**src/rtl/zeus_net_pkg.sv**
```systemverilog
// Shared constants, transmit FSM state type and header byte-order helper for the UDP/IPv4 net stack.
package zeus_net_pkg;

  localparam int unsigned ETH_HDR_BYTES   = 14;
  localparam int unsigned IP_HDR_BYTES    = 20;
  localparam int unsigned UDP_HDR_BYTES   = 8;
  localparam int unsigned HDR_BYTES       = 42;
  localparam int unsigned HDR_BITS        = HDR_BYTES * 8;
  localparam logic [15:0] ETHERTYPE_IPV4  = 16'h0800;
  localparam logic [7:0]  IP_PROTO_UDP    = 8'd17;
  localparam int unsigned MAX_UDP_PAYLOAD = 1472;

  typedef enum logic [2:0] {
    TX_IDLE   = 3'd0,
    TX_LOOKUP = 3'd1,
    TX_WAIT   = 3'd2,
    TX_HDR    = 3'd3,
    TX_STREAM = 3'd4,
    TX_FLUSH  = 3'd5,
    TX_DROP   = 3'd6
  } tx_state_e;

  // Wire-order header (first byte in the MSBs) to bus order (first byte in [7:0]).
  function automatic logic [HDR_BITS-1:0] hdr_to_bus(input logic [HDR_BITS-1:0] be);
    logic [HDR_BITS-1:0] r;
    r = '0;
    for (int i = 0; i < HDR_BYTES; i++) begin
      r[i*8 +: 8] = be[HDR_BITS-1-i*8 -: 8];
    end
    return r;
  endfunction

endpackage

```
**src/rtl/ipv4_checksum.sv**
```systemverilog
// Ones-complement IPv4 header checksum over ten 16-bit words (checksum field supplied as zero).
module ipv4_checksum
  import zeus_net_pkg::*;
(
  input  logic [IP_HDR_BYTES*8-1:0] i_words,
  output logic [15:0]               o_csum
);

  localparam int unsigned N_WORDS = IP_HDR_BYTES / 2;

  logic [19:0] w_sum;
  logic [16:0] w_fold1;
  logic [15:0] w_fold2;

  // Fold the end-around carry twice; the second fold can carry at most one bit.
  always_comb begin
    w_sum = '0;
    for (int i = 0; i < N_WORDS; i++) begin
      w_sum = w_sum + 20'(i_words[i*16 +: 16]);
    end
    w_fold1 = 17'(w_sum[15:0]) + 17'(w_sum[19:16]);
    w_fold2 = w_fold1[15:0] + 16'(w_fold1[16]);
    o_csum  = ~w_fold2;
  end

endmodule

```
**src/rtl/ethernet_tx.sv**
```systemverilog
// UDP/IPv4 transmit framer: resolves connection ID, prepends a 42-byte header and re-aligns onto the bus.
// Optional drop counter port tx_drop_count is built when ETHERNET_TX_DROP_STATS_EN is defined.
module ethernet_tx
  import zeus_net_pkg::*;
#(
  parameter int unsigned DATA_WIDTH         = 512,
  parameter int unsigned CONN_ID_WIDTH      = 18,
  parameter logic [5:0]  IP_UDP_DSCP        = 6'd0,
  parameter logic [1:0]  IP_UDP_ENC         = 2'd0,
  parameter logic [15:0] IP_UDP_IDEN        = 16'd0,
  parameter logic [2:0]  IP_UDP_FLAGS       = 3'd0,
  parameter logic [12:0] IP_UDP_FRAG_OFFSET = 13'd0,
  parameter logic [7:0]  IP_UDP_TTL         = 8'd64
) (
  input  logic                        tx_axis_aclk,
  input  logic                        tx_axis_rst,
  input  logic [31:0]                 my_config_src_ipAddr,
  input  logic [47:0]                 my_config_src_macAddr,
  input  logic [15:0]                 my_config_src_udpPort,
  input  logic                        udp_tx_axis_tvalid,
  output logic                        udp_tx_axis_tready,
  input  logic                        udp_tx_axis_tlast,
  input  logic [DATA_WIDTH-1:0]       udp_tx_axis_tdata,
  input  logic [DATA_WIDTH/8-1:0]     udp_tx_axis_tkeep,
  input  logic [CONN_ID_WIDTH+15:0]   udp_tx_axis_tuser,
  output logic                        m01_axis_rv_lookup_valid,
  output logic [CONN_ID_WIDTH-1:0]    m01_axis_rv_lookup_connectionId,
  input  logic                        m01_axis_rv_lookup_ready,
  input  logic                        s01_axis_rv_lookup_valid,
  input  logic                        s01_axis_rv_lookup_hit,
  input  logic [31:0]                 s01_axis_rv_lookup_ipAddr,
  input  logic [15:0]                 s01_axis_rv_lookup_udpPort,
  input  logic [47:0]                 s01_axis_rv_lookup_macAddr,
  output logic                        s01_axis_rv_lookup_ready,
  output logic                        cmac_tx_axis_tvalid,
  input  logic                        cmac_tx_axis_tready,
  output logic                        cmac_tx_axis_tlast,
  output logic [DATA_WIDTH-1:0]       cmac_tx_axis_tdata,
  output logic [DATA_WIDTH/8-1:0]     cmac_tx_axis_tkeep
`ifdef ETHERNET_TX_DROP_STATS_EN
  ,
  output logic [31:0]                 tx_drop_count
`endif
);

  localparam int unsigned KEEP_W     = DATA_WIDTH / 8;
  localparam int unsigned TAIL_BYTES = KEEP_W - HDR_BYTES;
  localparam int unsigned TAIL_BITS  = TAIL_BYTES * 8;
  localparam int unsigned USER_W     = CONN_ID_WIDTH + 16;

  tx_state_e                r_state;
  tx_state_e                w_state_nxt;
  logic [15:0]              r_len;
  logic [CONN_ID_WIDTH-1:0] r_conn_id;
  logic [31:0]              r_dst_ip;
  logic [15:0]              r_dst_port;
  logic [47:0]              r_dst_mac;
  logic [HDR_BITS-1:0]      r_carry;
  logic [KEEP_W-TAIL_BYTES-1:0] r_keep_hi;
  logic                     r_m01_valid;
  logic                     r_s01_ready;
  logic                     r_drop_ready;
  logic                     r_cmac_tvalid;
  logic                     r_cmac_tlast;
  logic [DATA_WIDTH-1:0]    r_cmac_tdata;
  logic [KEEP_W-1:0]        r_cmac_tkeep;

  logic                     w_out_free;
  logic                     w_len_ok;
  logic                     w_udp_tready;
  logic                     w_latch_user;
  logic                     w_rsp_acc;
  logic                     w_load_hdr;
  logic                     w_beat;
  logic                     w_flush;
  logic [15:0]              w_tot_len;
  logic [15:0]              w_udp_len;
  logic [15:0]              w_csum;
  logic [IP_HDR_BYTES*8-1:0] w_ip_words;
  logic [HDR_BITS-1:0]      w_hdr_be;

  assign w_out_free = !r_cmac_tvalid || cmac_tx_axis_tready;
  assign w_len_ok   = (r_len != 16'd0) && (r_len <= 16'(MAX_UDP_PAYLOAD));

  // State register.
  always_ff @(posedge tx_axis_aclk) begin
    if (tx_axis_rst) r_state <= TX_IDLE;
    else             r_state <= w_state_nxt;
  end

  // Next-state logic.
  always_comb begin
    w_state_nxt = r_state;
    unique case (r_state)
      TX_IDLE:   if (udp_tx_axis_tvalid) w_state_nxt = TX_LOOKUP;
      TX_LOOKUP: if (m01_axis_rv_lookup_ready) w_state_nxt = TX_WAIT;
      TX_WAIT:   if (s01_axis_rv_lookup_valid)
                   w_state_nxt = (s01_axis_rv_lookup_hit && w_len_ok) ? TX_HDR : TX_DROP;
      TX_HDR:    w_state_nxt = TX_STREAM;
      TX_STREAM: if (udp_tx_axis_tvalid && w_udp_tready && udp_tx_axis_tlast)
                   w_state_nxt = udp_tx_axis_tkeep[TAIL_BYTES] ? TX_FLUSH : TX_IDLE;
      TX_FLUSH:  if (w_out_free) w_state_nxt = TX_IDLE;
      TX_DROP:   if (udp_tx_axis_tvalid && udp_tx_axis_tlast) w_state_nxt = TX_IDLE;
      default:   w_state_nxt = TX_IDLE;
    endcase
  end

  // Output / datapath strobes decoded from the current state.
  always_comb begin
    w_udp_tready = r_drop_ready;
    w_latch_user = 1'b0;
    w_rsp_acc    = 1'b0;
    w_load_hdr   = 1'b0;
    w_beat       = 1'b0;
    w_flush      = 1'b0;
    unique case (r_state)
      TX_IDLE:   w_latch_user = udp_tx_axis_tvalid;
      TX_WAIT:   w_rsp_acc    = s01_axis_rv_lookup_valid && r_s01_ready;
      TX_HDR:    w_load_hdr   = 1'b1;
      TX_STREAM: begin
        w_udp_tready = w_out_free;
        w_beat       = udp_tx_axis_tvalid && w_out_free;
      end
      TX_FLUSH:  w_flush = w_out_free;
      default:   ;
    endcase
  end

  assign w_tot_len  = r_len + 16'(IP_HDR_BYTES + UDP_HDR_BYTES);
  assign w_udp_len  = r_len + 16'(UDP_HDR_BYTES);
  assign w_ip_words = {8'h45, IP_UDP_DSCP, IP_UDP_ENC, w_tot_len, IP_UDP_IDEN,
                       IP_UDP_FLAGS, IP_UDP_FRAG_OFFSET, IP_UDP_TTL, IP_PROTO_UDP,
                       16'h0000, my_config_src_ipAddr, r_dst_ip};

  ipv4_checksum u_csum (
    .i_words (w_ip_words),
    .o_csum  (w_csum)
  );

  assign w_hdr_be = {r_dst_mac, my_config_src_macAddr, ETHERTYPE_IPV4,
                     8'h45, IP_UDP_DSCP, IP_UDP_ENC, w_tot_len, IP_UDP_IDEN,
                     IP_UDP_FLAGS, IP_UDP_FRAG_OFFSET, IP_UDP_TTL, IP_PROTO_UDP,
                     w_csum, my_config_src_ipAddr, r_dst_ip,
                     my_config_src_udpPort, r_dst_port, w_udp_len, 16'h0000};

  // Registered handshakes, lookup latches, carry register and output beat.
  always_ff @(posedge tx_axis_aclk) begin
    if (tx_axis_rst) begin
      r_m01_valid   <= 1'b0;
      r_s01_ready   <= 1'b0;
      r_drop_ready  <= 1'b0;
      r_conn_id     <= '0;
      r_len         <= '0;
      r_dst_ip      <= '0;
      r_dst_port    <= '0;
      r_dst_mac     <= '0;
      r_carry       <= '0;
      r_keep_hi     <= '0;
      r_cmac_tvalid <= 1'b0;
      r_cmac_tlast  <= 1'b0;
      r_cmac_tdata  <= '0;
      r_cmac_tkeep  <= '0;
    end else begin
      r_m01_valid  <= (w_state_nxt == TX_LOOKUP);
      r_s01_ready  <= (w_state_nxt == TX_WAIT);
      r_drop_ready <= (w_state_nxt == TX_DROP);
      if (w_latch_user) begin
        r_conn_id <= udp_tx_axis_tuser[CONN_ID_WIDTH-1:0];
        r_len     <= udp_tx_axis_tuser[USER_W-1 -: 16];
      end
      if (w_rsp_acc) begin
        r_dst_ip   <= s01_axis_rv_lookup_ipAddr;
        r_dst_port <= s01_axis_rv_lookup_udpPort;
        r_dst_mac  <= s01_axis_rv_lookup_macAddr;
      end
      if (w_load_hdr)  r_carry <= hdr_to_bus(w_hdr_be);
      else if (w_beat) r_carry <= udp_tx_axis_tdata[DATA_WIDTH-1:TAIL_BITS];
      if (w_beat) begin
        r_cmac_tvalid <= 1'b1;
        r_cmac_tdata  <= {udp_tx_axis_tdata[TAIL_BITS-1:0], r_carry};
        r_cmac_tkeep  <= {udp_tx_axis_tkeep[TAIL_BYTES-1:0], {HDR_BYTES{1'b1}}};
        r_cmac_tlast  <= udp_tx_axis_tlast && !udp_tx_axis_tkeep[TAIL_BYTES];
        r_keep_hi     <= udp_tx_axis_tkeep[KEEP_W-1:TAIL_BYTES];
      end else if (w_flush) begin
        r_cmac_tvalid <= 1'b1;
        r_cmac_tdata  <= {{TAIL_BITS{1'b0}}, r_carry};
        r_cmac_tkeep  <= {{TAIL_BYTES{1'b0}}, r_keep_hi};
        r_cmac_tlast  <= 1'b1;
      end else if (cmac_tx_axis_tready) begin
        r_cmac_tvalid <= 1'b0;
      end
    end
  end

  assign udp_tx_axis_tready              = w_udp_tready;
  assign m01_axis_rv_lookup_valid        = r_m01_valid;
  assign m01_axis_rv_lookup_connectionId = r_conn_id;
  assign s01_axis_rv_lookup_ready        = r_s01_ready;
  assign cmac_tx_axis_tvalid             = r_cmac_tvalid;
  assign cmac_tx_axis_tlast              = r_cmac_tlast;
  assign cmac_tx_axis_tdata              = r_cmac_tdata;
  assign cmac_tx_axis_tkeep              = r_cmac_tkeep;

`ifdef ETHERNET_TX_DROP_STATS_EN
  logic [31:0] r_drop_count;

  // Counts on entry to DROP (miss or bad length), saturating.
  always_ff @(posedge tx_axis_aclk) begin
    if (tx_axis_rst) begin
      r_drop_count <= '0;
    end else if (w_rsp_acc && !(s01_axis_rv_lookup_hit && w_len_ok) &&
                 (r_drop_count != 32'hFFFF_FFFF)) begin
      r_drop_count <= r_drop_count + 32'd1;
    end
  end

  assign tx_drop_count = r_drop_count;
`endif

endmodule

```
**config.mk**
```make
export PLATFORM = sky130hd
export DESIGN_NAME = ethernet_tx
export DESIGN_NICKNAME = d
export VERILOG_FILES = /design/src/rtl/zeus_net_pkg.sv /design/src/rtl/ipv4_checksum.sv /design/src/rtl/ethernet_tx.sv
export SDC_FILE = /design/constraint.sdc
export NUM_CORES = 2
export LEC_CHECK = 0
export ABC_AREA = 1
export BUFFER_PORTS_ARGS = -buffer_cell sky130_fd_sc_hd__buf_2
export CAP_MARGIN = 20
export CORE_AREA = 2 2 549 551
export CTS_BUF_LIST = sky130_fd_sc_hd__clkbuf_16
export CTS_CLUSTER_SIZE = 8
export DETAILED_ROUTE_END_ITERATION = 10
export DIE_AREA = 0 0 551 553
export GPL_ROUTABILITY_DRIVEN = 0
export GPL_TIMING_DRIVEN = 0
export PLACE_DENSITY = 0.3
export SLEW_MARGIN = 10
export SYNTH_ARGS = -nofsm -noshare
export SYNTH_HDL_FRONTEND = slang
export SYNTH_HIERARCHICAL = 1
export SYNTH_SLANG_ARGS = --single-unit
```
**constraint.sdc**
```tcl
create_clock -name tx_axis_aclk -period 8.6 [get_ports tx_axis_aclk]
set_input_delay 1.72 -clock tx_axis_aclk [delete_from_list [all_inputs] [get_ports tx_axis_aclk]]
set_output_delay 1.72 -clock tx_axis_aclk [all_outputs]
set_load 0.02 [all_outputs]
```
---- Word level (Yosys, flattened, before mapping) ----
Cells that the tools add are included.
cells by class
  $add $sub $neg .......................... 10
  order comparisons ....................... 1
  bitwise operators ....................... 1
  equal/unequal tests ..................... 9
  multiplexer cells ....................... 26
  reductions and logical operators ........ 17
operators by type and width
  operator                                                                            count
  512-bit two-way mux                                                                 2
  320-bit two-way mux                                                                 2
  64-bit two-way mux                                                                  2
  20-bit by 16-bit adder with 20-bit output                                           3
  20-bit by 15-bit adder with 20-bit output, second input constant                    2
  3-bit two-way mux                                                                   8
  3-bit case mux with 7 select lines                                                  1
  16-bit by 16-bit adder with 17-bit output                                           1
  16-bit by 4-bit adder with 17-bit output                                            1
  16-bit by 1-bit adder with 16-bit output                                            1
  16-bit by 4-bit adder with 16-bit output, second input constant                     1
  16-bit by 5-bit adder with 16-bit output, second input constant                     1
  16-bit by 11-bit less-or-equal comparator with 1-bit output, second input constant  1
  16-bit inverter                                                                     1
  16-bit nonzero test                                                                 1
  3-bit == test, second input constant                                                4
  1-bit two-way mux                                                                   11
  3-bit by 2-bit == test with 1-bit output, second input constant                     3
  1-bit logical AND                                                                   8
  3-bit by 1-bit == test with 1-bit output, second input constant                     2
  2-bit nonzero test                                                                  2
  3-bit zero test                                                                     1
  3-bit nonzero test                                                                  1
  1-bit zero test                                                                     2
  other kinds (2)                                                                     2
word-level totals
  logic and storage cells ................. 80
  register bits ........................... 1092
  output and inout port bits .............. 599
  input port bits ......................... 810

---- Longest topological paths before layout ----
  word-level depth ........................ 10
  mapped depth ............................ 56
  gate-level depth less buffers ........... 56

---- Hierarchy ----
Netlist, hierarchy kept.
modules (own cells, without submodules)
  module         area each (um^2)  cells an instance  instances
  ethernet_tx    39427.8           5019               1
  ipv4_checksum  5108.6            640                1

---- Worst setup path after synthesis ----
Ideal clock, no wire load.
  kind .................................... input to register
  start point ............................. input my_config_src_ipAddr[23]
  end point ............................... register r_carry[198]
  required time ........................... 8.526 ns
  buffers on the path ..................... 0
  setup slack ............................. 0.064 ns
  stages .................................. 45
  arrival ................................. 8.462 ns
  cell sequence ........................... fa_1 > fa_1 > fa_1 > fa_1 > inv_1 > fa_1 > inv_1 > ha_1 > nand2_1 > nor2_1 > nand3_1 > nand3_1 > nand2_1 > nand2_1 > nand3_1 > nand2_1 > xor2_1 > ha_1 > [... 9 more ...] > nand3_1 > nor2_1 > ha_1 > ha_1 > nand2_1 > nor2_1 > nand3_1 > nor2_1 > nand2_1 > nor2_2 > nand3_2 > nor2_2 > nand2_2 > nor2_1 > nand2_1 > nand2_1 > nand2_1 > a31oi_1
on the way
  longest elaborated chain between the ends .. 8
ends and longest elaborated chain
  item                                       RTL line             source
  start, declared                            ethernet_tx.sv:17    input logic [31:0] my_config_src_ipAddr,
  20-bit by 16-bit adder with 20-bit output  ipv4_checksum.sv:19  w_sum = w_sum + 20'(i_words[i*16 +: 16]);
  20-bit by 15-bit adder with 20-bit output  ipv4_checksum.sv:19
  20-bit by 16-bit adder with 20-bit output  ipv4_checksum.sv:19
  20-bit by 15-bit adder with 20-bit output  ipv4_checksum.sv:19
  16-bit by 4-bit adder with 17-bit output   ipv4_checksum.sv:21  w_fold1 = 17'(w_sum[15:0]) + 17'(w_sum[19:16]);
  16-bit by 1-bit adder with 16-bit output   ipv4_checksum.sv:22  w_fold2 = w_fold1[15:0] + 16'(w_fold1[16]);
  16-bit inverter                            ipv4_checksum.sv:23  o_csum = ~w_fold2;
  net w_csum[14]                             ethernet_tx.sv:78    logic [15:0] w_csum;
  320-bit two-way mux                        ethernet_tx.sv:176   if (w_load_hdr) r_carry <= hdr_to_bus(w_hdr_be);
  end signal, assigned                       ethernet_tx.sv:176
  end signal, assigned                       ethernet_tx.sv:177   else if (w_beat) r_carry <= udp_tx_axis_tdata[DATA_WIDTH-1:TAIL_BITS];
  end, declared                              ethernet_tx.sv:58    logic [HDR_BITS-1:0] r_carry;
The timed path passes the listed nets, and every way through them passes these cells.
A chain may end at the register's enable or synchronous reset.

---- Worst setup path in the final report ----
  start point ............................. input my_config_src_ipAddr[5]
  end point ............................... register r_carry[199]
on the way
  longest elaborated chain between the ends .. 9
ends and longest elaborated chain
  item                                                    RTL line
  20-bit by 16-bit adder with 20-bit output (2 in a row)  ipv4_checksum.sv:19
  20-bit by 15-bit adder with 20-bit output               ipv4_checksum.sv:19
  20-bit by 16-bit adder with 20-bit output               ipv4_checksum.sv:19
  20-bit by 15-bit adder with 20-bit output               ipv4_checksum.sv:19
  16-bit by 4-bit adder with 17-bit output                ipv4_checksum.sv:21
  16-bit by 1-bit adder with 16-bit output                ipv4_checksum.sv:22
  16-bit inverter                                         ipv4_checksum.sv:23
  net w_csum[15]                                          ethernet_tx.sv:78
  320-bit two-way mux                                     ethernet_tx.sv:176
The timed path passes the listed nets, and every way through them passes these cells.

==> report_table.html <==
<table>
<tr><th>Metric</th><th>Value</th></tr>
<tr><th colspan="2">Worst setup path</th></tr>
<tr><td>Crit-path slowest cell</td><td>fa_1</td></tr>
<tr><td>Worst Path Max Fanout</td><td>5</td></tr>
<tr><td>Crit-path most repeated cell</td><td>buf_4</td></tr>
<tr><td>Crit Path Category</td><td>in -&gt; reg</td></tr>
<tr><td>Data required time at the worst endpoint</td><td>9280 ps</td></tr>
<tr><td>Kind of start point of the critical path</td><td>input pin</td></tr>
<tr><td>Largest stage delay, worst path</td><td>580 ps</td></tr>
<tr><td>Arrival time reported for the critical path endpoint</td><td>9450 ps</td></tr>
<tr><td>Setup slack of the most critical reg-to-reg path</td><td>-10 ps</td></tr>
<tr><td>Crit end category</td><td>flop</td></tr>
<tr><th colspan="2">Final layout</th></tr>
<tr><td>Synthesis-to-layout area growth</td><td>41.4%</td></tr>
<tr><td>Most used cells in the layout excluding fill and tap cells</td><td>buf_2, nor2_1, dfxtp_1, nand2_1, o21ai_0</td></tr>
<tr><td>Fill cell total of the finished layout</td><td>34060</td></tr>
<tr><td>Post-layout net count</td><td>8342</td></tr>
<tr><td>Post-route standard cell area excluding fillers</td><td>0.0630 mm^2</td></tr>
<tr><td>Leading cell type in the layout, fill and taps excluded</td><td>buf_2</td></tr>
<tr><td>Share of the core filled with cells in the final layout</td><td>21.1%</td></tr>
<tr><td>Fraction of layout cells with a size suffix above 1</td><td>27.5%</td></tr>
<tr><th colspan="2">Synth</th></tr>
<tr><td>Post-synthesis area per instance</td><td>7.87 um^2</td></tr>
<tr><td>Flip-flop cell with the highest count after synthesis</td><td>dfxtp_1</td></tr>
<tr><td>Fraction of the yosys area taken by sequential cells</td><td>49.1%</td></tr>
<tr><td>Area share of the leading cell type in the synthesized netlist</td><td>49.1%</td></tr>
<tr><td>Fraction of synthesis flops using an asynchronous set or reset pin</td><td>0%</td></tr>
<tr><td>Synthesized instance count</td><td>5659</td></tr>
<tr><td>Leading cell types by total area after synthesis</td><td>dfxtp_1, nor2_1, nand2_1</td></tr>
<tr><td>Count of synthesis-stage warnings from yosys</td><td>6</td></tr>
<tr><td>Synth Cell Area</td><td>0.0445 mm^2</td></tr>
<tr><td>Library cells used by synthesis</td><td>41</td></tr>
<tr><td>EDFF count, synth</td><td>0</td></tr>
<tr><td>Synthesis-stage register bit count</td><td>1092</td></tr>
<tr><td>Dominant cell type by area after synthesis</td><td>dfxtp_1</td></tr>
<tr><th colspan="2">Route</th></tr>
<tr><td>Routed Wire Length</td><td>313000 um</td></tr>
<tr><td>Number of search-and-repair iterations in the first detailed-routing pass</td><td>6</td></tr>
<tr><td>Total via count after detailed routing</td><td>45865</td></tr>
<tr><td>Number of DRC markers after the initial detailed-route iteration</td><td>2971</td></tr>
<tr><td>Routed len/inst</td><td>27.3 um</td></tr>
<tr><td>Vias per cell</td><td>4.00</td></tr>
<tr><td>Final routed DRC violation total</td><td>0</td></tr>
<tr><td>Post-route ant nets</td><td>0</td></tr>
<tr><th colspan="2">Die</th></tr>
<tr><td>Core Footprint</td><td>0.299 mm^2</td></tr>
<tr><td>I/O pin total</td><td>1409</td></tr>
<tr><td>Overall die area</td><td>0.305 mm^2</td></tr>
<tr><td>Die extent in y</td><td>553 um</td></tr>
<tr><td>Initial Utilization</td><td>14.9%</td></tr>
<tr><td>Cell Rows</td><td>201</td></tr>
<tr><td>Die width</td><td>551 um</td></tr>
<tr><th colspan="2">Clock tree</th></tr>
<tr><td>Number of clock sinks</td><td>1092</td></tr>
<tr><td>TritonCTS buffer count</td><td>165</td></tr>
<tr><td>Number of buffers between clock root and the deepest sink</td><td>4</td></tr>
<tr><td>Clk Latency, worst-skew pair</td><td>830 ps</td></tr>
<tr><td>CTS H-tree depth</td><td>4</td></tr>
<tr><td>Clock-pin slew on the worst setup and hold paths</td><td>50 ps</td></tr>
<tr><td>Clock tree from TritonCTS</td><td>yes</td></tr>
<tr><td>Root Buffer</td><td>clkbuf_16</td></tr>
<tr><th colspan="2">STA</th></tr>
<tr><td>Period Utilization, post-route</td><td>102%</td></tr>
<tr><td>Total count of max-transition violations in the final report</td><td>0</td></tr>
<tr><td>Hold violation count in the final report</td><td>0</td></tr>
<tr><td>Max_slew headroom</td><td>21.0%</td></tr>
<tr><td>Min cycle time layout</td><td>8780 ps</td></tr>
<tr><td>Setup violations, final</td><td>4</td></tr>
<tr><td>Hold WS</td><td>452 ps</td></tr>
<tr><td>Worst clock skew on the final layout</td><td>63.0 ps</td></tr>
<tr><td>Unrepaired setup endpoints after global routing</td><td>yes</td></tr>
<tr><td>Worst Setup Slack, final</td><td>-179 ps</td></tr>
<tr><td>Highest clock rate</td><td>114 MHz</td></tr>
<tr><td>Worst slew pin tran</td><td>1180 ps</td></tr>
<tr><th colspan="2">Global route</th></tr>
<tr><td>Total gr overflow</td><td>0</td></tr>
<tr><td>Number of global-route vias before repair</td><td>47270</td></tr>
<tr><td>Largest net degree at the start of global routing</td><td>15</td></tr>
<tr><td>Wire length of the first global-routing pass</td><td>412000 um</td></tr>
<tr><td>Initial antenna violation count</td><td>215</td></tr>
<tr><td>Overall fraction of global-route tracks in use</td><td>19.9%</td></tr>
<tr><th colspan="2">Run</th></tr>
<tr><td>Reported max-cap violation count</td><td>0</td></tr>
<tr><th colspan="2">Placed design</th></tr>
<tr><td>Area after DPL</td><td>0.0571 mm^2</td></tr>
<tr><td>Port Buffer Count</td><td>1408</td></tr>
<tr><td>Sum of net half-perimeters after detailed placement</td><td>259000 um</td></tr>
<tr><th colspan="2">Power and ir drop</th></tr>
<tr><td>Power per Cell Area</td><td>324 mW/mm^2</td></tr>
<tr><td>Maximum resistive drop on vdd</td><td>0.408 mV</td></tr>
<tr><td>Static power due to leakage</td><td>28.2 nW</td></tr>
<tr><th colspan="2">Min path</th></tr>
<tr><td>Tightest Hold Check Type</td><td>reg -&gt; reg</td></tr>
<tr><th colspan="2">Outcome</th></tr>
<tr><td>Status</td><td>finished with violations</td></tr>
<tr><td>Failing checks</td><td>negative setup slack</td></tr>
</table>
-- worst max-delay path: cells and delay by family --
| family | cells | cell delay (ps) |
|---|---|---|
| adders and majority gates | 8 | 3570 |
| and+or+nand+nor | 22 | 1880 |
| buffers and inverters | 21 | 1840 |
| AOI/OAI and AO/OA | 2 | 270 |
| xor gates and xnor gates | 1 | 180 |
-- logic make-up after synthesis --
group / synth area share, %
buf+inv: 6.30
fa+ha+maj: 6.70
simple gates: 22.0
flops: 49.1
compound gates: 15.3
xor+xnor: 0.587
other cells: 0.0169
-- worst paths after layout --
check,cells after the start,start,to
max,54,my_config_src_ipAddr[5],r_carry[199]
min,2,r_carry[281],cmac_tx_axis_tdata[281]
max reg2reg,55,r_len[4],r_carry[199]
min reg2reg,2,r_carry[281],cmac_tx_axis_tdata[281]
-- state kept, by name (all words and copies together) (netlist names), 3 cells and up --
register and cells:
r_keep_hi 42, cmac_tx_axis_tkeep 64, cmac_tx_axis_tdata 512, r_dst_mac 48, r_dst_ip 32, r_dst_port 16
r_state 3, m01_axis_rv_lookup_connectionId 18, r_len 16, r_carry 336
-- cells in the mapped netlist, types with 6 or more instances --
master and count:
nor2_1 1236, xnor2_1 6, o21ai_1 49, or2_1 26, a22oi_1 93, o211a_1 40
a21oi_1 325, a31oi_1 141, nor2_4 6, fa_1 126, inv_2 11, o21ai_0 567
nand2_2 21, nand4_1 7, nand3_2 9, buf_2 125, buf_1 6, inv_1 256
ha_1 37, nand3_1 56, xor2_1 22, clkbuf_1 201, or2_2 17, o221a_2 7
buf_4 46, dfxtp_1 1092, nand2_1 1101
-- per-stage QoR --
stage          setup slack [ps]  total power [mW]  setup TNS [ps]  cells
2_1_floorplan              63.9              10.4               0   5737
3_3_place_gp              -2190              13.0          -25680  11103
3_5_place_dp              -2130              13.0          -25190  11119
4_1_cts                    2.04              20.3               0  11360
5_1_grt                    -511              21.8           -2910  11415
6_report                   -179              20.4            -320  11466
-- power by group --
part	total, mW	switching, mW	internal (mW)
Sequential	5.33	0.109	5.22
Clock	6.11	2.61	3.50
Combinational	8.94	5.90	3.03
Total	20.4	8.62	11.8
-- metal layers --
metal  part of all wire (%)  routed length, um  track usage [%]
met1                     38             118000             21.4
met5                   0.12                372                0
met4                    4.3              13400             7.83
met2                     49             155000             35.3
met3                    8.6              26900             6.74
-- what timing repair did --
item | 4_1_cts | 5_1_grt
setup buffers | 34 | 7
hold buffers | 0 | 0
setup endpoints to repair | 16 | 10
gates resized for setup | 123 | 37
pin swaps | 62 | 39
-- area by class of cell --
class                      instances  area (um^2)  share of cell area [%]
multi-input combinational       3995        20800                    33.1
timing repair buffer            1467         7690                    12.2
tap                             3958         4950                    7.86
antenna                           97          243                   0.385
clock buffer                     166         4150                    6.60
buffer                           381         1810                    2.88
sequential                      1092        21900                    34.7
inverter                         267         1020                    1.62
clock inverter                    43          410                   0.652
No activity file was read; power rests on OpenSTA's default activity.
